<file path="config.mk">
export PLATFORM = sky130hd
export DESIGN_NAME = display_scan_ctrl
export DESIGN_NICKNAME = d
export VERILOG_FILES = /design/src/rtl/disp_pkg.sv /design/src/rtl/bcd_to_7seg.sv /design/src/rtl/display_scan_ctrl.sv
export SDC_FILE = /design/constraint.sdc
export NUM_CORES = 1
export LEC_CHECK = 0
export CORE_UTILIZATION = 46
export CTS_CLUSTER_SIZE = 8
export DETAILED_ROUTE_END_ITERATION = 8
export PLACE_DENSITY = 0.81
export SYNTH_ARGS = -nofsm -noshare
export SYNTH_HDL_FRONTEND = slang
export SYNTH_SLANG_ARGS = --single-unit
</file>
<file path="constraint.sdc">
create_clock -name clk -period 4.3 [get_ports clk]
set_input_delay 0.43 -clock clk [delete_from_list [all_inputs] [get_ports clk]]
set_output_delay 0.43 -clock clk [all_outputs]
set_load 0.005 [all_outputs]
</file>
<file path="src/rtl/disp_pkg.sv">
// Shared types and constants for the multiplexed 7-segment display scanner.
// Segment patterns are {g,f,e,d,c,b,a}, active-low.
package disp_pkg;

  typedef enum logic [1:0] {
    ST_IDLE  = 2'd0,
    ST_ON    = 2'd1,
    ST_BLANK = 2'd2
  } state_e;

  localparam logic [6:0] SEG_BLANK = 7'h7F;

  localparam logic [6:0] GLYPH_0 = 7'h40;
  localparam logic [6:0] GLYPH_1 = 7'h79;
  localparam logic [6:0] GLYPH_2 = 7'h24;
  localparam logic [6:0] GLYPH_3 = 7'h30;
  localparam logic [6:0] GLYPH_4 = 7'h19;
  localparam logic [6:0] GLYPH_5 = 7'h12;
  localparam logic [6:0] GLYPH_6 = 7'h02;
  localparam logic [6:0] GLYPH_7 = 7'h78;
  localparam logic [6:0] GLYPH_8 = 7'h00;
  localparam logic [6:0] GLYPH_9 = 7'h10;

endpackage

</file>
<file path="src/rtl/bcd_to_7seg.sv">
// Combinational BCD to active-low 7-segment decoder.
// Codes A-F are shown blank.
module bcd_to_7seg
  import disp_pkg::*;
(
  input  logic [3:0] bcd,
  output logic [6:0] seg_n
);

  always_comb begin
    seg_n = SEG_BLANK;
    case (bcd)
      4'd0: seg_n = GLYPH_0;
      4'd1: seg_n = GLYPH_1;
      4'd2: seg_n = GLYPH_2;
      4'd3: seg_n = GLYPH_3;
      4'd4: seg_n = GLYPH_4;
      4'd5: seg_n = GLYPH_5;
      4'd6: seg_n = GLYPH_6;
      4'd7: seg_n = GLYPH_7;
      4'd8: seg_n = GLYPH_8;
      4'd9: seg_n = GLYPH_9;
      default: seg_n = SEG_BLANK;
    endcase
  end

endmodule

</file>
<file path="src/rtl/display_scan_ctrl.sv">
// Digit-scan scheduler for the clock/alarm 7-segment display.
// Define SCAN_PWM_EN to gate segments by the bright input.
module display_scan_ctrl
  import disp_pkg::*;
#(
  parameter int N_DIGITS  = 8,
  parameter int IDX_W     = 3,
  parameter int ON_CYC    = 4,
  parameter int BLANK_CYC = 1
)(
  input  logic                  clk,
  input  logic                  reset,
  input  logic                  en,
  input  logic [N_DIGITS-1:0]   digit_mask,
  input  logic [4*N_DIGITS-1:0] bcd_in,
  input  logic [3:0]            bright,
  output logic [N_DIGITS-1:0]   an_n,
  output logic [6:0]            seg_n,
  output logic [IDX_W-1:0]      dig_idx,
  output logic                  frame_done
);

  localparam int CMAX  = (ON_CYC > BLANK_CYC) ? ON_CYC : BLANK_CYC;
  localparam int CNT_W = (CMAX > 1) ? $clog2(CMAX) : 1;

  function automatic logic has_above(
    input logic [N_DIGITS-1:0] m,
    input logic [IDX_W-1:0]    cur
  );
    logic hit;
    hit = 1'b0;
    for (int j = 0; j < N_DIGITS; j++)
      if (m[j] && j > int'(cur)) hit = 1'b1;
    return hit;
  endfunction

  function automatic logic [IDX_W-1:0] low_idx(
    input logic [N_DIGITS-1:0] m
  );
    logic [IDX_W-1:0] r;
    r = '0;
    for (int j = N_DIGITS - 1; j >= 0; j--)
      if (m[j]) r = IDX_W'(j);
    return r;
  endfunction

  // First set bit above cur, else wrap to the lowest set bit.
  function automatic logic [IDX_W-1:0] next_idx(
    input logic [N_DIGITS-1:0] m,
    input logic [IDX_W-1:0]    cur
  );
    logic [IDX_W-1:0] above;
    logic             hit;
    above = '0;
    hit   = 1'b0;
    for (int j = N_DIGITS - 1; j >= 0; j--)
      if (m[j] && j > int'(cur)) begin
        above = IDX_W'(j);
        hit   = 1'b1;
      end
    return hit ? above : low_idx(m);
  endfunction

  state_e               state_q, state_d;
  logic [CNT_W-1:0]     cnt_q, cnt_d;
  logic [IDX_W-1:0]     idx_q, idx_d;
  logic [N_DIGITS-1:0]  mask_q, mask_d;
  logic [N_DIGITS-1:0]  an_q, an_d;
  logic [6:0]           seg_q, seg_d;
  logic                 fd_q, fd_d;
  logic                 enter_on;
  logic                 lit;
  logic [3:0]           bcd_sel;
  logic [6:0]           glyph;

  always_comb begin
    state_d  = state_q;
    cnt_d    = cnt_q;
    idx_d    = idx_q;
    mask_d   = mask_q;
    fd_d     = 1'b0;
    enter_on = 1'b0;
    unique case (state_q)
      ST_IDLE: begin
        cnt_d = '0;
        if (en && |digit_mask) begin
          state_d  = ST_ON;
          idx_d    = low_idx(digit_mask);
          enter_on = 1'b1;
        end
      end
      ST_ON: begin
        if (cnt_q == CNT_W'(ON_CYC - 1)) begin
          state_d = ST_BLANK;
          cnt_d   = '0;
          fd_d    = !has_above(mask_q, idx_q);
        end else begin
          cnt_d = cnt_q + 1'b1;
        end
      end
      ST_BLANK: begin
        cnt_d = cnt_q + 1'b1;
        if (cnt_q == CNT_W'(BLANK_CYC - 1)) begin
          cnt_d = '0;
          if (en && |digit_mask) begin
            state_d  = ST_ON;
            idx_d    = next_idx(digit_mask, idx_q);
            enter_on = 1'b1;
          end else begin
            state_d = ST_IDLE;
          end
        end
      end
      default: begin
        state_d = ST_IDLE;
        cnt_d   = '0;
      end
    endcase
    // Frame end is judged against the mask this visit started with.
    if (enter_on) mask_d = digit_mask;
  end

  assign bcd_sel = bcd_in[{idx_d, 2'b00} +: 4];

  bcd_to_7seg u_dec (
    .bcd   (bcd_sel),
    .seg_n (glyph)
  );

`ifdef SCAN_PWM_EN
  logic [3:0] bright_q, bright_d;

  function automatic int pwm_win(input logic [3:0] b);
    return ((int'(b) + 1) * ON_CYC) >> 4;
  endfunction

  assign bright_d = enter_on ? bright : bright_q;
  assign lit      = int'(cnt_d) < pwm_win(bright_d);

  always_ff @(posedge clk) begin
    if (reset) bright_q <= '0;
    else       bright_q <= bright_d;
  end
`else
  logic unused_bright;
  assign unused_bright = ^bright;
  assign lit           = 1'b1;
`endif

  always_comb begin
    an_d  = '1;
    seg_d = SEG_BLANK;
    if (state_d == ST_ON) begin
      an_d[idx_d] = 1'b0;
      if (lit) seg_d = glyph;
    end
  end

  always_ff @(posedge clk) begin
    if (reset) begin
      state_q <= ST_IDLE;
      cnt_q   <= '0;
      idx_q   <= '0;
      mask_q  <= '0;
      an_q    <= '1;
      seg_q   <= SEG_BLANK;
      fd_q    <= 1'b0;
    end else begin
      state_q <= state_d;
      cnt_q   <= cnt_d;
      idx_q   <= idx_d;
      mask_q  <= mask_d;
      an_q    <= an_d;
      seg_q   <= seg_d;
      fd_q    <= fd_d;
    end
  end

  assign an_n       = an_q;
  assign seg_n      = seg_q;
  assign dig_idx    = idx_q;
  assign frame_done = fd_q;

endmodule

</file>
==> results.py <==
metrics = {
    "clock_network": {
        "clk_root_buffer_cell": "clkbuf_8",
        "h_tree_level_count": 2,
        "clock_tree_from_tritoncts": "yes",
        "cts-buffers-inserted": 5,
        "cts_buffer_depth": 2,
        "clock_latency_ns": 0.29,
        "post_cts_resize_count": 0,
        "cts.clk_slew.worst_paths_ns": 0.07,
        "ctsHoldBuffers": 0,
        "postCtsSetupBuffers": 0,
        "numClockSinks": 30,
    },
    "yosys": {
        "syn_nets": 293,
        "synth_top_cell_area_share_pct": 29.96,
        "yosysTopAreaCell": "dfxtp_1",
        "synthTopCellsByArea": "dfxtp_1, mux2i_1, ha_1",
        "synth-warning-count": 0,
        "synth.avg_cell_area_um2": 8.493,
        "synth-edff-count": 0,
        "synthCells": 236,
        "asyncSetResetFlopFracSynth_pct": 0,
        "netlist-cell-type-count": 52,
        "post_synthesis_sequential_element_count": 30,
        "synth_sequential_area_ratio_pct": 29.96,
        "netlist_area_um2": 2004,
        "postSynth.topFlopCell": "dfxtp_1",
    },
    "run": {
        "maxCapViolCount": 0,
    },
    "finish": {
        "syn2layout_area_growth_pct": 38.64,
        "n_antenna_cell": 0,
        "layout_cells_sized_above_1_pct": 8.503,
        "n_fill_cell": 348,
        "layout.nets": 350,
        "multiInputGateArea_um2": 1252,
        "sequential_cell_area_um2": 600.6,
        "summed_area_of_non_filler_cells_in_the_final_layout_um2": 2779,
    },
    "setup_path": {
        "critPathTopFamily": "simple AND/OR/NAND/NOR gates",
        "r2r_cells": 13,
        "setup.worst_path.class": "input pin to flop",
        "critical_path.slowest_cell": "o2bb2ai_1",
        "critPathArrivalTime_ns": 3.90,
        "worstSetupStartpointType": "input pin",
        "end_kind": "flop",
        "timing.rr.start": "dig_idx[1]",
        "slowest_delay_ns": 0.80,
        "cp_cell_sequence": "clkdlybuf4s50_1 > or4_1 > nand3_1 > a21oi_1 > o2bb2ai_1 > nor2_1 > a22oi_1 > and3_1 > inv_1 > ha_1 > a32oi_1 > nand2_1",
        "worst_ep_required_time_ns": 4.48,
        "critical_path_depth": 12,
        "startpoint": "digit_mask[5]",
        "cp.buffers_inverters": 2,
        "cp_max_fo": 10,
    },
    "drt": {
        "dr.pass1.iters": 6,
        "drt-vias-per-instance": 5.605,
        "drt-initial-drc-count": 94,
        "wl_per_cell_um": 13.76,
        "drc": 0,
        "antenna_violating_nets_post_route": 0,
        "wl_mm": 4.733,
        "num_vias": 1928,
    },
    "placement": {
        "detailed_place_hpwl_mm": 3.545,
        "placement.setup.worst_slack_ns": 0.2756,
        "buffer_ports.inserted": 61,
        "place.gp.congestion": 0.8715,
        "dpl_cell_area_um2": 2636,
    },
    "sta": {
        "report.final.hold_viol_count": 0,
        "post-route-min-period_ns": 3.715,
        "finalMaxSlewViolations": 0,
        "worst_clock_skew_ns": 0.004288,
        "fmax_mhz": 269.2,
        "timing.max_slew.rel_slack_pct": 32.28,
        "worst_pin_slew_ns": 1.016,
        "setup_viol_count_final": 0,
        "post_route_setup_tns_ns": 0,
        "fin_crit_sh_pct": 86.38,
        "final.setup.worst_slack_ns": 0.5855,
        "setup_repair_after_global_routing_missed_its_margin": "false",
    },
    "global_route": {
        "pin_count_of_the_biggest_net_entering_global_routing": 22,
        "first_global_vias": 1783,
        "number_of_antenna_violations_at_the_first_check_in_global_routing": 0,
        "grt_overflow_total": 0,
        "overall_fraction_of_global_route_tracks_in_use_pct": 22.73,
        "first_pass_grt_wire_length_mm": 7.797,
    },
    "hold_path": {
        "hold_depth": 2,
        "min_from": "mask_q[1]",
        "timing.hold.worst.class": "flop to flop",
    },
    "floorplan": {
        "chipHeight_um": 68.01,
        "floorplan.die_area_um2": 4625,
        "io_pins": 66,
        "floorplan.initialDensity_pct": 49.05,
        "placementRows": 23,
        "floorplan.die.width_um": 68.01,
        "design.core.area_um2": 4086,
    },
    "pwr": {
        "irDropWorstVdd_mv": 0.2695,
        "total_leakage_power_nw": 1.179,
        "p_per_area_nw_per_um2": 341.4,
    },
    "run_status": {
        "run_status": "finished clean",
    },
}
worst min-delay path, delay by kind of cell, from the launching register on:
kind	cells	cell delay, ns
flip-flops	1	0.33
AND/OR/NAND/NOR	1	0.07
multiplexers	1	0.07
where the power goes:
group	switching (W)	total (W)	internal, W
Combinational	0.000133	0.000281	0.000148
Clock	0.000109	0.000356	0.000247
Sequential	0.0000145	0.000312	0.000298
Total	0.000256	0.000949	0.000693
state kept, by name (all words and copies together) (netlist names):
register and cells:
frame_done 1, state_q 2, mask_q 7, seg_n 7, cnt_q 2, dig_idx 3, an_n 8
logic make-up after synthesis:
logic type                 share of synthesized area (%)
AOI/OAI and AO/OA                                  22.22
muxes                                              13.86
adders and majority gates                          6.242
buffers and inverters                              7.553
DFF                                                29.96
and+or+nand+nor                                    19.73
xor gates and xnor gates                          0.4370
Yosys cell counts (3+ instances only):
cell      instances
dfxtp_1          30
mux2i_1          21
nand2_1          20
nor2_1           20
inv_1            16
a21oi_1          14
clkbuf_1         10
ha_1             10
nand3_1          10
nor2b_1           6
o21ai_0           5
o21ai_1           5
a31oi_1           4
a32oi_1           4
nand2b_1          4
and3_1            3
buf_6             3
mux4_2            3
layer usage:
layer | routed length (um) | track usage [%] | part of all wire [%] | vias to the layer above
li1 | - | - | - | 964
met3 | 348 | 6.000 | 7.4 | 8
met4 | 95 | 9.635 | 2.0 | 0
met5 | 0 | 0 | 0 | -
met1 | 1880 | 26.09 | 40 | 879
met2 | 2409 | 39.34 | 51 | 77
path summary, 6_finish.rpt:
check,end,slack (ns)
worst min-delay path,mask_q[1],0.50
worst max-delay path,seg_n[3],0.59
worst max register to register,seg_n[3],0.89
worst min register to register,mask_q[1],0.50
metrics by stage:
step           hold slack (ns)  total power [W]  utilization (%)  cells
6_report                0.5028        0.0009488            68.00    344
5_1_grt                 0.5398        0.0009979            68.00    344
4_1_cts                 0.5061        0.0009539            68.00    344
3_5_place_dp            0.4912        0.0005970            64.51    336
3_3_place_gp            0.4831        0.0005894            64.51    336
2_1_floorplan           0.4468        0.0004958                -    236
area by class of cell:
type | count | area share (%)
clock buffer | 6 | 2.972
clock inverter | 2 | 2.161
inverter | 18 | 2.431
multi-input combinational | 173 | 45.07
sequential | 30 | 21.61
tap | 50 | 2.251
timing repair buffer | 65 | 23.50
cells in the final DEF (no fill, tap or decap), drive strengths merged, types with 2 or more instances in the layout:
master and count:
or4 2, and3 3, bufinv 2, a221oi 2
a21o 2, a21oi 14, nand2 20, clkdlybuf4s50 61
a22oi 2, a211oi 2, mux4 3, buf 4
and2 3, o2111ai 2, o21ai 11, o211ai 2
nand4 2, clkbuf 6, o21a 3, ha 10
nor2b 8, o31ai 2, a31oi 4, inv 18
nand2b 4, dfxtp 30, a32oi 4, nand3 10
mux2i 21, nor2 20, o2bb2ai 2, nor3 2
(Power assumes the default switching activity.)
==> RTL edit, RTL diff (config.mk and constraints unchanged) <==
Register the output `an_n` once more, without a reset; this adds one clock of latency there. The other outputs are not delayed to match.
--- a/src/rtl/display_scan_ctrl.sv
+++ b/src/rtl/display_scan_ctrl.sv
@@ -177,5 +177,7 @@
   end
 
-  assign an_n       = an_q;
+  always_ff @(posedge clk) begin
+    an_n <= an_q;
+  end
   assign seg_n      = seg_q;
   assign dig_idx    = idx_q;
Behaviour: not the same (a bounded check fails within 4 cycles, from zero or initial values and one cycle with reset high).
==> RTL edit against the unedited design <==
  * Highest routed layer unchanged
  * Sequential cell count is 8 higher
  * Worst setup slack better by 6.6 ps
  * Final cell count is 2.9% higher
  * Sequential share of layout area is 4.4 points higher
  * Power is 7.9% higher
  * Global-route usage is 0.92 points lower
  * Final area is 5.2% higher
  * Wire length is 6.6% higher
  * Synthesized area is 6.4% higher
  * Critical path type unchanged
  * Largest cell class unchanged
  * Clock power is 1% higher
==> RTL edit: results <==
[routing]
met2WireLength_um = 2490
drt_iter0_drc = 102
drt-met1-wl_um = 2180
vias = 2022
routed_wl_um = 5050
viasPerCell = 5.71

[synth]
syn_inst = 241
synthAdderAreaFrac = 0.0587
synth.top_cells.by_count = dfxtp_1 (38), mux2i_1 (21), nor2_1 (21), nand2_1 (20), inv_1 (18)
synth_xor_area_frac = 0.00411
synthMuxAreaShare = 0.130
synth.area.top_cells = dfxtp_1 (36%), mux2i_1 (9.9%), ha_1 (5.9%)
synth_seq_area_share = 0.357
synth_nets = 298
synth_compound_area_frac = 0.201
yosysUniqueCellTypes = 51

[grt]
grt_pass1_vias = 1851
grt.total_usage = 0.218
grt_util_met2 = 0.347
grt_pass1_wl_um = 8670

[timing]
skew_ps = 3.52
tightestPinTransition_ps = 821
max_freq_mhz = 270
fin_hold_ws_ps = 330

[placed_design]
place_area_um2 = 2790
placedCellCount = 346
place_ws_ps = 351
hpwlAfterDp_um = 3720

[outcome]
status = finished, final reports clean

[finish]
drive_gt1_frac = 0.0762
final_nets = 358

[setup_path]
startpoint = digit_mask[1]
timing.rr.start = state_q[0]$_SDFF_PP0_
cp.arrival_ps = 3890
ff2ff_setup_slack_ps = 760
max_stage_delay_ps = 610
worstPathMaxFanout = 11
slowest_stage = or4_4

[min_path]
whs_path_depth = 0
hold_path_end = an_n[5]$_DFF_P_

[power]
p_leak_nw = 1.25
ir_worst_vdd_mv = 0.259
## RTL edit: changes by cell type after synthesis, moves of 2 or more
cell      change
a32oi_1       -2
o21ai_0       +3
dfxtp_1       +8
inv_2         -2
o21ai_1       -3
clkbuf_1      -2
a21oi_1       +2
inv_1         +2
a2111o_1      +2
nor2b_4       -2
## RTL edit: layout make-up
type	count	area [um2]
Sequential cell	38	761
Clock buffer	5	68.8
Inverter	18	67.6
Clock inverter	3	68.8
Timing Repair Buffer	66	661
Multi-Input combinational cell	172	1230
Tap cell	52	65.1
Fill cell	362	1490
## RTL edit: worst register-to-register path, cell delays in order (launching register included)
cell	delay [ps]
dfxtp_1	330
inv_1	100
ha_1	350
nand2_1	200
a21oi_1	160
a31oi_1	110
nor4_1	470
a311oi_4	80
buf_12	190
mux2i_1	130
mux4_2	570
inv_1	130
ha_1	250
a2111o_1	370
## RTL edit: power breakdown
group	internal [mW]	switching (mW)
sequential	0.374	0.0143
combinational	0.141	0.133
clock	0.232	0.129
total	0.748	0.276
